File: config.mk
export PLATFORM = sky130hd
export DESIGN_NAME = btn_conditioner_bank
export DESIGN_NICKNAME = d
export VERILOG_FILES = /design/src/rtl/btn_pkg.sv /design/src/rtl/btn_channel.sv /design/src/rtl/btn_conditioner_bank.sv
export SDC_FILE = /design/constraint.sdc
export NUM_CORES = 1
export LEC_CHECK = 0
export CORE_ASPECT_RATIO = 0.8
export CORE_MARGIN = 2
export CORE_UTILIZATION = 47
export DETAILED_ROUTE_END_ITERATION = 6
export PLACE_DENSITY = 0.67
export SYNTH_ARGS = -nofsm -noshare
export SYNTH_HDL_FRONTEND = slang
export SYNTH_SLANG_ARGS = --single-unit
File: constraint.sdc
create_clock -name CLK -period 2.14 [get_ports CLK]
set_input_delay 0.214 -clock CLK [delete_from_list [all_inputs] [get_ports CLK]]
set_output_delay 0.214 -clock CLK [all_outputs]
set_load 0.05 [all_outputs]
File: src/rtl/btn_pkg.sv
// Shared definitions for the button conditioner: channel FSM states and channel bit positions.
// Constants and helpers only; no latency and no backpressure apply.
package btn_pkg;

  typedef enum logic [1:0] {
    ST_IDLE       = 2'd0,
    ST_DB_PRESS   = 2'd1,
    ST_HELD       = 2'd2,
    ST_DB_RELEASE = 2'd3
  } btn_state_t;

  // Bit position of each button inside the channel vectors.
  typedef enum int {
    CH_PAUSE     = 0,
    CH_CHOOSELVL = 1,
    CH_JUMP      = 2,
    CH_DUCK      = 3,
    CH_ADJ       = 4,
    CH_COUNT     = 5
  } btn_ch_t;

  localparam logic [4:0] DEF_RPT_MASK = 5'((1 << CH_JUMP) | (1 << CH_DUCK));
  localparam logic [4:0] DEF_TOG_MASK = 5'(1 << CH_PAUSE);

  // Bits needed to hold every value 0..max_val.
  function automatic int cnt_width(input int max_val);
    return (max_val < 1) ? 1 : $clog2(max_val + 1);
  endfunction

endpackage

File: src/rtl/btn_channel.sv
// One button: synchroniser, debounce FSM, hold/auto-repeat counter and toggle.
// Latency SYNC_STAGES + DB_CYCLES from a clean raw edge to level/press/rls; no backpressure.
module btn_channel
  import btn_pkg::*;
#(
  parameter int SYNC_STAGES = 2,
  parameter int DB_CYCLES   = 1_000_000,
  parameter int RPT_DELAY   = 50_000_000,
  parameter int RPT_PERIOD  = 10_000_000,
  parameter bit RPT_EN      = 1'b0,
  parameter bit TOG_EN      = 1'b0
) (
  input  logic clk,
  input  logic rst_n,
  input  logic btn_raw,
  input  logic tog_clr,
  output logic level,
  output logic press,
  output logic rls,
  output logic rpt,
  output logic tog
);

  localparam int DBW = cnt_width(DB_CYCLES);
  localparam int HW  = cnt_width(RPT_DELAY);
  localparam logic [DBW-1:0] DB_LAST  = DBW'(DB_CYCLES - 1);
  localparam logic [HW-1:0]  H_LAST   = HW'(RPT_DELAY - 1);
  localparam logic [HW-1:0]  H_MAX    = HW'(RPT_DELAY);
  localparam logic [HW-1:0]  H_RELOAD = HW'((RPT_PERIOD < RPT_DELAY) ? (RPT_DELAY - RPT_PERIOD) : 0);

  logic [SYNC_STAGES-1:0] sync_q;
  logic                   sync_in;
  btn_state_t             state;
  logic [DBW-1:0]         db_cnt;
  logic [HW-1:0]          hold_cnt;
  logic                   hold_active;
  logic                   db_done;
  logic                   rel_accept;
  logic                   rpt_hit;

  assign sync_in     = sync_q[SYNC_STAGES-1];
  assign hold_active = (state == ST_HELD) || (state == ST_DB_RELEASE);
  assign db_done     = (db_cnt == DB_LAST);
  assign rel_accept  = hold_active && !sync_in && db_done;
  assign rpt_hit     = RPT_EN && hold_active && (hold_cnt == H_LAST);

  always_ff @(posedge clk or negedge rst_n) begin
    if (!rst_n) begin
      sync_q <= '0;
    end else begin
      sync_q <= {sync_q[SYNC_STAGES-2:0], btn_raw};
    end
  end

  // db_cnt is 0 in IDLE/HELD, so with DB_CYCLES == 1 a change is accepted on first sight.
  always_ff @(posedge clk or negedge rst_n) begin
    if (!rst_n) begin
      state    <= ST_IDLE;
      db_cnt   <= '0;
      hold_cnt <= '0;
      level    <= 1'b0;
      press    <= 1'b0;
      rls      <= 1'b0;
      rpt      <= 1'b0;
      tog      <= 1'b0;
    end else begin
      press <= 1'b0;
      rls   <= 1'b0;
      rpt   <= rpt_hit && !rel_accept;
      if (TOG_EN && tog_clr) begin
        tog <= 1'b0;
      end

      if (rpt_hit) begin
        hold_cnt <= H_RELOAD;
      end else if (hold_active && (hold_cnt != H_MAX)) begin
        hold_cnt <= hold_cnt + HW'(1);
      end

      case (state)
        ST_IDLE, ST_DB_PRESS: begin
          if (!sync_in) begin
            state  <= ST_IDLE;
            db_cnt <= '0;
          end else if (db_done) begin
            state    <= ST_HELD;
            db_cnt   <= '0;
            hold_cnt <= '0;
            level    <= 1'b1;
            press    <= 1'b1;
            if (TOG_EN) begin
              tog <= tog_clr ? 1'b0 : ~tog;
            end
          end else begin
            state  <= ST_DB_PRESS;
            db_cnt <= db_cnt + DBW'(1);
          end
        end
        ST_HELD, ST_DB_RELEASE: begin
          if (sync_in) begin
            state  <= ST_HELD;
            db_cnt <= '0;
          end else if (db_done) begin
            state  <= ST_IDLE;
            db_cnt <= '0;
            level  <= 1'b0;
            rls    <= 1'b1;
          end else begin
            state  <= ST_DB_RELEASE;
            db_cnt <= db_cnt + DBW'(1);
          end
        end
        default: begin
          state  <= ST_IDLE;
          db_cnt <= '0;
        end
      endcase
    end
  end

endmodule

File: src/rtl/btn_conditioner_bank.sv
// Bank of N_CH independent button conditioners (debounce, press/release pulses, auto-repeat, toggle).
// Latency SYNC_STAGES + DB_CYCLES per channel; no backpressure, every event is a one-cycle pulse.
module btn_conditioner_bank
  import btn_pkg::*;
#(
  parameter int              N_CH        = int'(CH_COUNT),
  parameter int              SYNC_STAGES = 2,
  parameter int              DB_CYCLES   = 1_000_000,
  parameter int              RPT_DELAY   = 50_000_000,
  parameter int              RPT_PERIOD  = 10_000_000,
  parameter logic [N_CH-1:0] RPT_MASK    = DEF_RPT_MASK,
  parameter logic [N_CH-1:0] TOG_MASK    = DEF_TOG_MASK
) (
  input  logic            CLK,
  input  logic            RST_BTN,
  input  logic [N_CH-1:0] btn_raw,
  input  logic [N_CH-1:0] tog_clr,
  output logic [N_CH-1:0] level,
  output logic [N_CH-1:0] press,
  output logic [N_CH-1:0] rls,
  output logic [N_CH-1:0] rpt,
  output logic [N_CH-1:0] tog
);

  for (genvar g = 0; g < N_CH; g++) begin : g_ch
    btn_channel #(
      .SYNC_STAGES (SYNC_STAGES),
      .DB_CYCLES   (DB_CYCLES),
      .RPT_DELAY   (RPT_DELAY),
      .RPT_PERIOD  (RPT_PERIOD),
      .RPT_EN      (RPT_MASK[g]),
      .TOG_EN      (TOG_MASK[g])
    ) u_ch (
      .clk     (CLK),
      .rst_n   (RST_BTN),
      .btn_raw (btn_raw[g]),
      .tog_clr (tog_clr[g]),
      .level   (level[g]),
      .press   (press[g]),
      .rls     (rls[g]),
      .rpt     (rpt[g]),
      .tog     (tog[g])
    );
  end

endmodule

==> results of run 1 <==
## path summary, 6_finish.rpt
path | to | slack, ps
worst max-delay path | g_ch[3].u_ch.hold_cnt[3] | -160
worst min-delay path | g_ch[3].u_ch.sync_q[0] | 220
worst max register to register | g_ch[3].u_ch.hold_cnt[3] | -160
worst min register to register | g_ch[2].u_ch.sync_q[1] | 350
max in group asynchronous | g_ch[1].u_ch.db_cnt[13] | 1160
min in group asynchronous | g_ch[2].u_ch.hold_cnt[2] | 300
## cell type report
cell class	count	area share [%]
clock inverters	5	0.6063
inverters	23	0.8537
multi-input cells	649	38.88
repair buffers	64	5.754
well taps	253	3.130
clock buffers	25	4.999
flip-flops and latches	185	45.78
## through the flow
step,TNS [ps],instances,util (%),area (µm²)
floorplan,-1475,901,-,8870
global placement,-2428,1168,51.68,9445
detailed placement,-3208,1168,51.68,9445
CTS,-2419,1203,55.15,10080
global route,-3849,1204,55.33,10110
finish,-2625,1204,55.33,10110
## critical path: cells and delay by family (launching register included)
family	cells	cell delay, ps
AOI/OAI and AO/OA	1	160
DFF	1	380
and+or+nand+nor	4	1640
## synth_stat cells (all sizes together) (19+ instances only)
| library cell | n |
|---|---|
| dfrtp | 185 |
| nor2 | 181 |
| xnor2 | 76 |
| nand2 | 63 |
| xor2 | 63 |
| nand3 | 56 |
| nand4 | 32 |
| and3 | 29 |
| buf | 29 |
| inv | 23 |
| nor4 | 21 |
| nor3 | 19 |
## per-layer routing
| metal | vias to the layer above | share of wire, % |
|---|---|---|
| met1 | 2942 | 52 |
| li1 | 3075 | - |
| met5 | - | 0 |
| met4 | 0 | 1.2 |
| met2 | 75 | 44 |
| met3 | 13 | 2.8 |
## logic make-up (layout without fill, tap and decap cells)
logic type,after synthesis,count (layout),synth area share (%)
compound gates,21,23,1.499
buf+inv,69,117,4.172
simple gates,464,464,26.06
fa+ha+maj,9,9,1.273
flops,185,185,52.33
mux,7,7,0.8626
xor+xnor,139,139,13.76
other cells,1,7,0.04239
## power by group through the flow
stage | Clock [µW] | Sequential, µW | Combinational [µW]
after global routing | 3260 | 3560 | 240
after floorplan | 0 | 3620 | 104
after global placement | 0 | 3620 | 209
after detailed placement | 0 | 3620 | 211
final | 3010 | 3560 | 206
after CTS | 3100 | 3560 | 215
## registers in the layout (all words and copies together) (netlist names)
register,cells
g_ch.u_ch.tog,1
g_ch.u_ch.rpt,2
g_ch.u_ch.state,5
g_ch.u_ch.hold_cnt,52
g_ch.u_ch.rls,5
g_ch.u_ch.press,5
g_ch.u_ch.sync_q,10
g_ch.u_ch.level,5
g_ch.u_ch.db_cnt,100
## timing repair
action	4_1_cts	5_1_grt
endpoints found under the setup margin	20	61
hold buffers	1	0
gates resized for setup	6	6
hold endpoints to repair	51	0
buffers inserted	2	1
pin swaps	2	6
cloned	2	0
==> reports/summary.txt, run 1 <==
Die Ht = 126.7 µm
Clk_lat worst skew = 430 ps
Max FO, Critical Path = 5
Gr busiest metal = met2
Status = complete, but fails checks
Seq cells post-synth = 185
Area occupied by multi-input gates = 3931 µm²
Final ANT Viol Nets = 0
Most used cell, CP = or4_4
Final-stage net count = 961
Leading cell type in the layout, fill and taps excluded = dfrtp_1
M2 GR Usage = 26.02%
Initial detailed-routing violation count = 333
RSZ-0062 raised after global routing = yes
Starting density of the core = 48.40%
Ys flop type = dfrtp_1
Fin. max-slew vios = 0
Core Box Area = 18,280 µm²
Port bufs = 25
Least-Margin Pin Slew = 545.5 ps
Syn Std Cell Area = 8847 µm²
Placer Congestion = 0.7916
DIE AREA = 19,940 µm²
Hold crit path type = input port to register
CP max stage delay = 520 ps
Synth top area share = 52.33%
CP max stage cell = or4_1
Placement Setup Slack = -200.9 ps
First-pass GRT wire length = 28,440 µm
Launching point of the worst reg2reg path = g_ch[3].u_ch.hold_cnt[10]
Avg Cell Area, Syn = 9.885 µm²
CP Class = register to register
Vias in the first global route = 6,018
Filler cells = 1,633
Seq/Total Area, Yosys = 52.33%
Via density per instance = 5.071
I/O Pins = 37
Failing checks = setup timing
CTS Buffer Depth = 2
Worst r2r path cells = 5
Routed WL per cell = 13.38 µm
Most frequent cells in the layout = 185 x dfrtp_1, 178 x nor2_1, 76 x xnor2_1
Netlist cell types = 45
Hold Path Origin = btn_raw[3]
Synth area leaders = dfrtp_1 52%, nor2_1 7.7%, xnor2_1 7.5%, xor2_1 6.2%, nand3_1 3.2%
DRC = 0
Crit start category = register
P&R area growth vs syn = 14.30%
Met3 usage = 4.373%
Post-synth top area cell = dfrtp_1
Hold Vio Cnt, Final = 0
Tmin final = 2299 ps
Critical path cell sequence = or4_1 > or4_4 > or4_4 > o21ai_4 > nor2_1
Pleak = 0.004411 µW
Die X = 157.4 µm
FMAX = 435.0 MHz
FF+latch area = 4629 µm²
Final Cycle Share = 107.4%
Aggregate global routing overflow = 0
P_sw = 1441 µW
Global-route met1 utilization = 25.75%
CP required = 2440 ps
Final WS setup = -158.7 ps
GR Util All Layers = 17.65%
Post-synth EDFFs = 0
Clock Skew = 13.30 ps
Reg power frac = 52.5%
Worst Hold Slack = 218.8 ps
Power, Total = 6777 µW
Setup-failing EPs final = 20
CTS sink cnt = 185
Sw Ratio = 21.26%
Pwr dens = 670.2 nW/µm²
TritonRoute pass-1 iters = 6
P_int = 5337 µW
Comb pwr share = 3.0%
Root buf cell = clkbuf_16
Initial antenna violation count = 0
Worst IR drop on VDD = 434.8 µV
ANT cells = 0
CTS tree = yes
Hold depth = 1
Vias = 6,105
H-Tree Depth = 4
Total CTS buffers = 17
Largest net degree at the start of global routing = 64
DP Wirelength = 10,840 µm
Clock power frac = 44.4%
Core Rows = 44
Critical Path End Type = register
Max-cap viol count = 0
Drt total wl = 16,110 µm
Share of layout cells above drive strength 1 = 9.359%
Syn Inst Count = 895
Clock transition at the registers of the reported paths = 60 ps
Async SR Flop Fraction = 100.0%
Rel. slew slack = 63.30%
Synth warnings = 4
Worst setup startpoint = g_ch[3].u_ch.hold_cnt[10]
Arrival @ worst endpoint = 2600 ps
(Power assumes the default switching activity.)
==> run 2: changes to the inputs <==
Settings changed: CORE_ASPECT_RATIO 0.8 to 0.75, RECOVER_POWER set to 25.
==> run 2 against run 1 <==
Against the previous run: the flow still finishes with violations (setup timing); global-route usage grew 0.50 points; worst setup slack improved by 42 ps; routed wire length up 2.8%; die area about the same; fmax increased by 1.9%; combinational power about the same; largest power group unchanged.
==> reports/summary.txt, run 2 (synthesis gave the netlist of run 1 again) <==
Pwr dens = 720.0 nW/µm² (was 670.2 nW/µm²)
Drt total wl = 16,550 µm (was 16,110 µm)
Critical Path End Type = register (unchanged)
DRC = 0 (unchanged)
Largest net degree at the start of global routing = 53 (was 64)
Final ANT Viol Nets = 0 (unchanged)
Die Ht = 122.8 µm (was 126.7 µm)
Post-DP Area = 9420 µm² (was 9445 µm²)
Initial detailed-routing violation count = 384 (was 333)
Failing checks = setup timing (unchanged)
Hold crit path type = input port to register (unchanged)
DIE AREA = 19,950 µm² (was 19,940 µm²)
Most frequent cells in the layout = 185 x dfrtp_1, 179 x nor2_1, 76 x xnor2_1 (was 185 x dfrtp_1, 178 x nor2_1, 76 x xnor2_1)
Share of layout cells above drive strength 1 = 8.966% (was 9.359%)
Starting density of the core = 47.94% (was 48.40%)
Top reg by flops = g_ch.u_ch.db_cnt (unchanged)
Setup-failing EPs final = 20 (unchanged)
CTS Buffer Depth = 2 (unchanged)
Worst IR drop on VDD = 523.8 µV (was 434.8 µV)
ANT cells = 0 (unchanged)
H-Tree Depth = 4 (unchanged)
Filler cells = 1,623 (was 1,633)
Final-stage net count = 957 (was 961)
Arrival @ worst endpoint = 2560 ps (was 2600 ps)
CTS tree = yes (unchanged)
RSZ-0062 raised after global routing = yes (unchanged)
Final WS setup = -116.5 ps (was -158.7 ps)
Tmin final = 2257 ps (was 2299 ps)
Max FO, Critical Path = 8 (was 5)
Rel. slew slack = 12.41% (was 63.30%)
Post-route cell area = 10,170 µm² (was 10,110 µm²)
Root buf cell = clkbuf_16 (unchanged)
Clk_lat worst skew = 420 ps (was 430 ps)
Largest regs = g_ch.u_ch.db_cnt (100), g_ch.u_ch.hold_cnt (52), g_ch.u_ch.sync_q (10) (unchanged)
Non-filler instance count after layout = 1,195 (was 1,204)
Max-cap viol count = 0 (unchanged)
CP Class = register to register (unchanged)
Crit start category = register (unchanged)
Clock Skew = 9.334 ps (was 13.30 ps)
Aggregate global routing overflow = 0 (unchanged)
Port bufs = 25 (unchanged)
Pleak = 0.004450 µW (was 0.004411 µW)
CP required = 2440 ps (about the same)
P&R area growth vs syn = 14.96% (was 14.30%)
Core Box Area = 18,450 µm² (was 18,280 µm²)
GR Util All Layers = 18.15% (was 17.65%)
Core Rows = 43 (was 44)
First-pass GRT wire length = 29,050 µm (was 28,440 µm)
Placer Congestion = 0.8065 (was 0.7916)
Cells after DPL = 1,158 (was 1,168)
TritonRoute pass-1 iters = 4 (was 6)
FMAX = 443.2 MHz (was 435.0 MHz)
Least-Margin Pin Slew = 1314 ps (was 545.5 ps)
TNS Setup = -1856 ps (was -2625 ps)
Initial antenna violation count = 0 (unchanged)
Vias = 6,151 (was 6,105)
Clock transition at the registers of the reported paths = 70 ps (was 60 ps)
Status = complete, but fails checks (unchanged)
Placement Setup Slack = -180.9 ps (was -200.9 ps)
DP Wirelength = 10,640 µm (was 10,840 µm)
Final Cycle Share = 105.4% (was 107.4%)
I/O Pins = 37 (unchanged)
Routed WL per cell = 13.85 µm (was 13.38 µm)
Leading cell type in the layout, fill and taps excluded = dfrtp_1 (unchanged)
R2R setup slack = -120 ps (was -160 ps)
Fin. max-slew vios = 0 (unchanged)
Total CTS buffers = 17 (unchanged)
Vias in the first global route = 6,050 (was 6,018)
Hold Vio Cnt, Final = 0 (unchanged)
Worst Hold Slack = 342.2 ps (was 218.8 ps)
Max reg flops = 100 (unchanged)
Die X = 162.4 µm (was 157.4 µm)
CTS sink cnt = 185 (unchanged)
Via density per instance = 5.147 (was 5.071)
## run 2: cell count changes in the layout (fill, tap and decap cells not counted), moves of 2 or more
cell             previous run  this run
buf_4                      34        28
bufinv_16                   1         6
clkdlybuf4s50_1            24        19
dlygate4sd3_1               1         6
clkbuf_8                    6         3
clkinvlp_4                  3         0
buf_6                       2         4
clkinv_2                    0         2
## run 2: final timing paths
path	depth (start not counted)	to	start
worst max register to register	5	g_ch[3].u_ch.hold_cnt[10]	g_ch[3].u_ch.hold_cnt[10]
worst min-delay path	1	g_ch[1].u_ch.sync_q[0]	btn_raw[1]
max in group asynchronous	3	g_ch[0].u_ch.db_cnt[10]	RST_BTN
worst min register to register	0	g_ch[2].u_ch.sync_q[1]	g_ch[2].u_ch.sync_q[0]
worst max-delay path	5	g_ch[3].u_ch.hold_cnt[10]	g_ch[3].u_ch.hold_cnt[10]
min in group asynchronous	2	g_ch[2].u_ch.hold_cnt[8]	RST_BTN
## run 2: final cells by class
cell class                 count  area, µm²  share of cell area, %
tap                          247      309.0                  3.039
sequential                   185       4629                  45.52
timing repair buffer          60      538.0                  5.290
inverter                      23      86.33                 0.8488
clock inverter                 8      190.2                  1.870
multi-input combinational    649       3940                  38.74
clock buffer                  23      478.0                  4.699
## run 2: report_power, final
part / switching [µW] / internal [µW]
sequential: 31.2 / 3530
combinational: 153 / 52.2
clock: 1280 / 2280
total: 1460 / 5860
## run 2: worst max-delay path, stage by stage, from the launching register on
cell and delay [ps]:
dfrtp_1 370, or4_1 520, or4_4 500, or4_4 510, o21ai_4 150, nor2_1 80
## run 2: timing repair
| action | in CTS | in global routing |
|---|---|---|
| gates resized for setup | 5 | 8 |
| endpoints found under the setup margin | 20 | 37 |
| hold endpoints to repair | 48 | 0 |
| gates cloned | 2 | 1 |
| setup buffers | 1 | 1 |
| hold buffers | 1 | 0 |
| pin swaps | 5 | 5 |
## run 2: metrics by stage
step,power [µW],util [%]
finish,7323,55.12
global route,7592,55.12
CTS,7407,54.99
detailed placement,3840,51.05
global placement,3838,51.05
floorplan,3722,-
## run 2: layer usage
| layer | vias to the layer above | global-route usage (%) | routed length [µm] |
|---|---|---|---|
| met2 | 89 | 27.29 | 7200 |
| met3 | 14 | 4.495 | 614 |
| met5 | - | 0 | 0 |
| met4 | 0 | 3.761 | 143 |
| li1 | 3062 | - | - |
| met1 | 2986 | 26.81 | 8593 |
==> run 3: changes to the inputs <==
Settings changed: CORE_UTILIZATION 47 to 42, PLACE_DENSITY 0.67 to not set, SLEW_MARGIN set to 20.
==> run 3 against run 2 <==
Against the previous run: the flow still finishes with violations (setup timing); flip-flop and latch count stayed put; global-route usage is 2.5 points lower; fmax is 0.60% lower.
==> reports/summary.txt, run 3 (synthesis gave the netlist of run 1 again) <==
Status = complete, but fails checks (unchanged)
Failing checks = setup timing (unchanged)
P_int = 5144 µW (was 5859 µW)
Share of layout cells above drive strength 1 = 9.273% (was 8.966%)
Reg2reg end = g_ch[3].u_ch.hold_cnt[19] (was g_ch[3].u_ch.hold_cnt[10])
R2R setup slack = -130 ps (was -120 ps)
Aggregate global routing overflow = 0 (unchanged)
I/O Pins = 37 (unchanged)
Root buf cell = clkbuf_16 (unchanged)
Fin. max-slew vios = 0 (unchanged)
Core Box Area = 20,440 µm² (was 18,450 µm²)
Initial detailed-routing violation count = 321 (was 384)
Filler cells = 1,906 (was 1,623)
DP Wirelength = 10,620 µm (was 10,640 µm)
Port bufs = 25 (unchanged)
Vias = 6,012 (was 6,151)
Drt total wl = 16,150 µm (was 16,550 µm)
Worst hold endpoint = g_ch[0].u_ch.tog (was g_ch[1].u_ch.sync_q[0])
TritonRoute pass-1 iters = 4 (unchanged)
Final-stage net count = 957 (unchanged)
Routed WL per cell = 13.12 µm (was 13.85 µm)
Pwr dens = 678.3 nW/µm² (was 720.0 nW/µm²)
First-pass GRT wire length = 27,790 µm (was 29,050 µm)
Placer Congestion = 0.7770 (was 0.8065)
GR Util All Layers = 15.61% (was 18.15%)
CP required = 2460 ps (was 2440 ps)
CTS sink cnt = 185 (unchanged)
Max reg flops = 100 (unchanged)
Arrival @ worst endpoint = 2590 ps (was 2560 ps)
Sw Ratio = 25.11% (was 19.99%)
Comb pwr share = 3.0% (was 2.8%)
H-Tree Depth = 4 (unchanged)
Tmin final = 2270 ps (was 2257 ps)
Hold Path Origin = tog_clr[0] (was btn_raw[1])
Final ANT Viol Nets = 0 (unchanged)
Clock Skew = 14.03 ps (was 9.334 ps)
Starting density of the core = 43.29% (was 47.94%)
Max-cap viol count = 0 (unchanged)
Largest net degree at the start of global routing = 57 (was 53)
DIE AREA = 22,250 µm² (was 19,950 µm²)
Worst IR drop on VDD = 522.1 µV (was 523.8 µV)
Leading cell type in the layout, fill and taps excluded = dfrtp_1 (unchanged)
Max FO, Critical Path = 8 (unchanged)
ANT cells = 0 (unchanged)
Final WS setup = -130.2 ps (was -116.5 ps)
Clock power frac = 45.2% (was 48.6%)
Hold crit path type = input port to register (unchanged)
Fin util = 49.54% (was 55.12%)
P&R area growth vs syn = 14.45% (was 14.96%)
FF+latch area = 4629 µm² (unchanged)
Total CTS buffers = 17 (unchanged)
Final Cycle Share = 106.1% (was 105.4%)
Launching point of the worst reg2reg path = g_ch[3].u_ch.hold_cnt[10] (unchanged)
Largest regs = g_ch.u_ch.db_cnt (100), g_ch.u_ch.hold_cnt (52), g_ch.u_ch.sync_q (10) (unchanged)
Setup-failing EPs final = 20 (unchanged)
Die Ht = 129.7 µm (was 122.8 µm)
Die X = 171.6 µm (was 162.4 µm)
Clk_lat worst skew = 440 ps (was 420 ps)
Reg power frac = 51.8% (was 48.6%)
Clock transition at the registers of the reported paths = 70 ps (about the same)
Placement Setup Slack = -185.8 ps (was -180.9 ps)
Worst r2r path cells = 5 (unchanged)
Critical Path End Type = register (unchanged)
Core Rows = 45 (was 43)
Most frequent cells in the layout = 185 x dfrtp_1, 178 x nor2_1, 76 x xnor2_1 (was 185 x dfrtp_1, 179 x nor2_1, 76 x xnor2_1)
Area occupied by multi-input gates = 3921 µm² (was 3940 µm²)
FMAX = 440.5 MHz (was 443.2 MHz)
RSZ-0062 raised after global routing = yes (unchanged)
Crit start category = register (unchanged)
Rel. slew slack = 2.524% (was 12.41%)
Top reg by flops = g_ch.u_ch.db_cnt (unchanged)
Least-Margin Pin Slew = 1462 ps (was 1314 ps)
Initial antenna violation count = 0 (unchanged)
Via density per instance = 4.884 (was 5.147)
CP Class = register to register (unchanged)
CTS tree = yes (unchanged)
P_sw = 1725 µW (was 1464 µW)
Hold depth = 2 (was 1)
Vias in the first global route = 5,669 (was 6,050)
Pleak = 0.004404 µW (was 0.004450 µW)
Hold Vio Cnt, Final = 0 (unchanged)
DRC = 0 (unchanged)
CTS Buffer Depth = 2 (unchanged)
## run 3: per-stage QoR
stage,setup TNS [ps],area [µm²],total power (µW),cells,hold WS [ps]
2_1_floorplan,-1475,8870,3722,901,-81.59
3_3_place_gp,-2524,9469,3841,1192,231.5
5_1_grt,-3637,10130,7143,1231,305.8
3_5_place_dp,-3010,9469,3841,1192,234.7
6_report,-2144,10130,6868,1231,319.7
4_1_cts,-1993,10090,6983,1228,195.9
## run 3: layout make-up
class                           instances  share of cell area, %
Sequential cell                       185                  45.72
Inverter                               23                 0.8526
Clock inverter                         15                  1.532
Multi-Input combinational cell        649                  38.72
Tap cell                              282                  3.484
Clock buffer                           17                  4.201
Timing Repair Buffer                   60                  5.486
## run 3: routing by layer
metal | track usage (%) | part of all wire (%) | vias to the layer above
met1 | 23.76 | 55 | 2876
li1 | - | - | 3074
met3 | 3.670 | 2.7 | 9
met5 | 0 | 0 | -
met4 | 4.487 | 0.82 | 0
met2 | 22.09 | 42 | 53
## run 3: worst max-delay path, cell delays in order, from the launching register on
cell	delay, ps
dfrtp_1	380
or4_1	510
or4_4	510
or4_4	500
o21ai_4	160
nor2_1	90
## run 3: power by group through the flow
stage	sequential, µW	combinational [µW]	clock (µW)
floorplan	3620	104	0
global placement	3620	217	0
detailed placement	3620	217	0
CTS	3560	221	3210
global route	3560	238	3340
finish	3560	205	3110
## run 3: how the worst max path moves through the flow
| stage | startpoint | end | slack (ps) | cells after the start |
|---|---|---|---|---|
| floorplan | g_ch[3].u_ch.hold_cnt[10] | g_ch[3].u_ch.hold_cnt[19] | -130 | 6 |
| global placement | g_ch[3].u_ch.hold_cnt[24] | g_ch[3].u_ch.hold_cnt[0] | -150 | 5 |
| detailed placement | g_ch[3].u_ch.hold_cnt[24] | g_ch[3].u_ch.hold_cnt[7] | -190 | 5 |
| CTS | g_ch[3].u_ch.hold_cnt[10] | g_ch[3].u_ch.hold_cnt[19] | -110 | 5 |
| global route | g_ch[3].u_ch.hold_cnt[10] | g_ch[3].u_ch.hold_cnt[1] | -230 | 7 |
| finish | g_ch[3].u_ch.hold_cnt[10] | g_ch[3].u_ch.hold_cnt[19] | -130 | 5 |
## run 3: timing repair
| item | 4_1_cts | 5_1_grt |
|---|---|---|
| pin swaps | 5 | 2 |
| endpoints found under the hold margin | 53 | 0 |
| hold buffers | 1 | 0 |
| resized for setup | 1 | 8 |
| setup buffers | 1 | 3 |
| cloned | 2 | 0 |
| endpoints found under the setup margin | 20 | 45 |
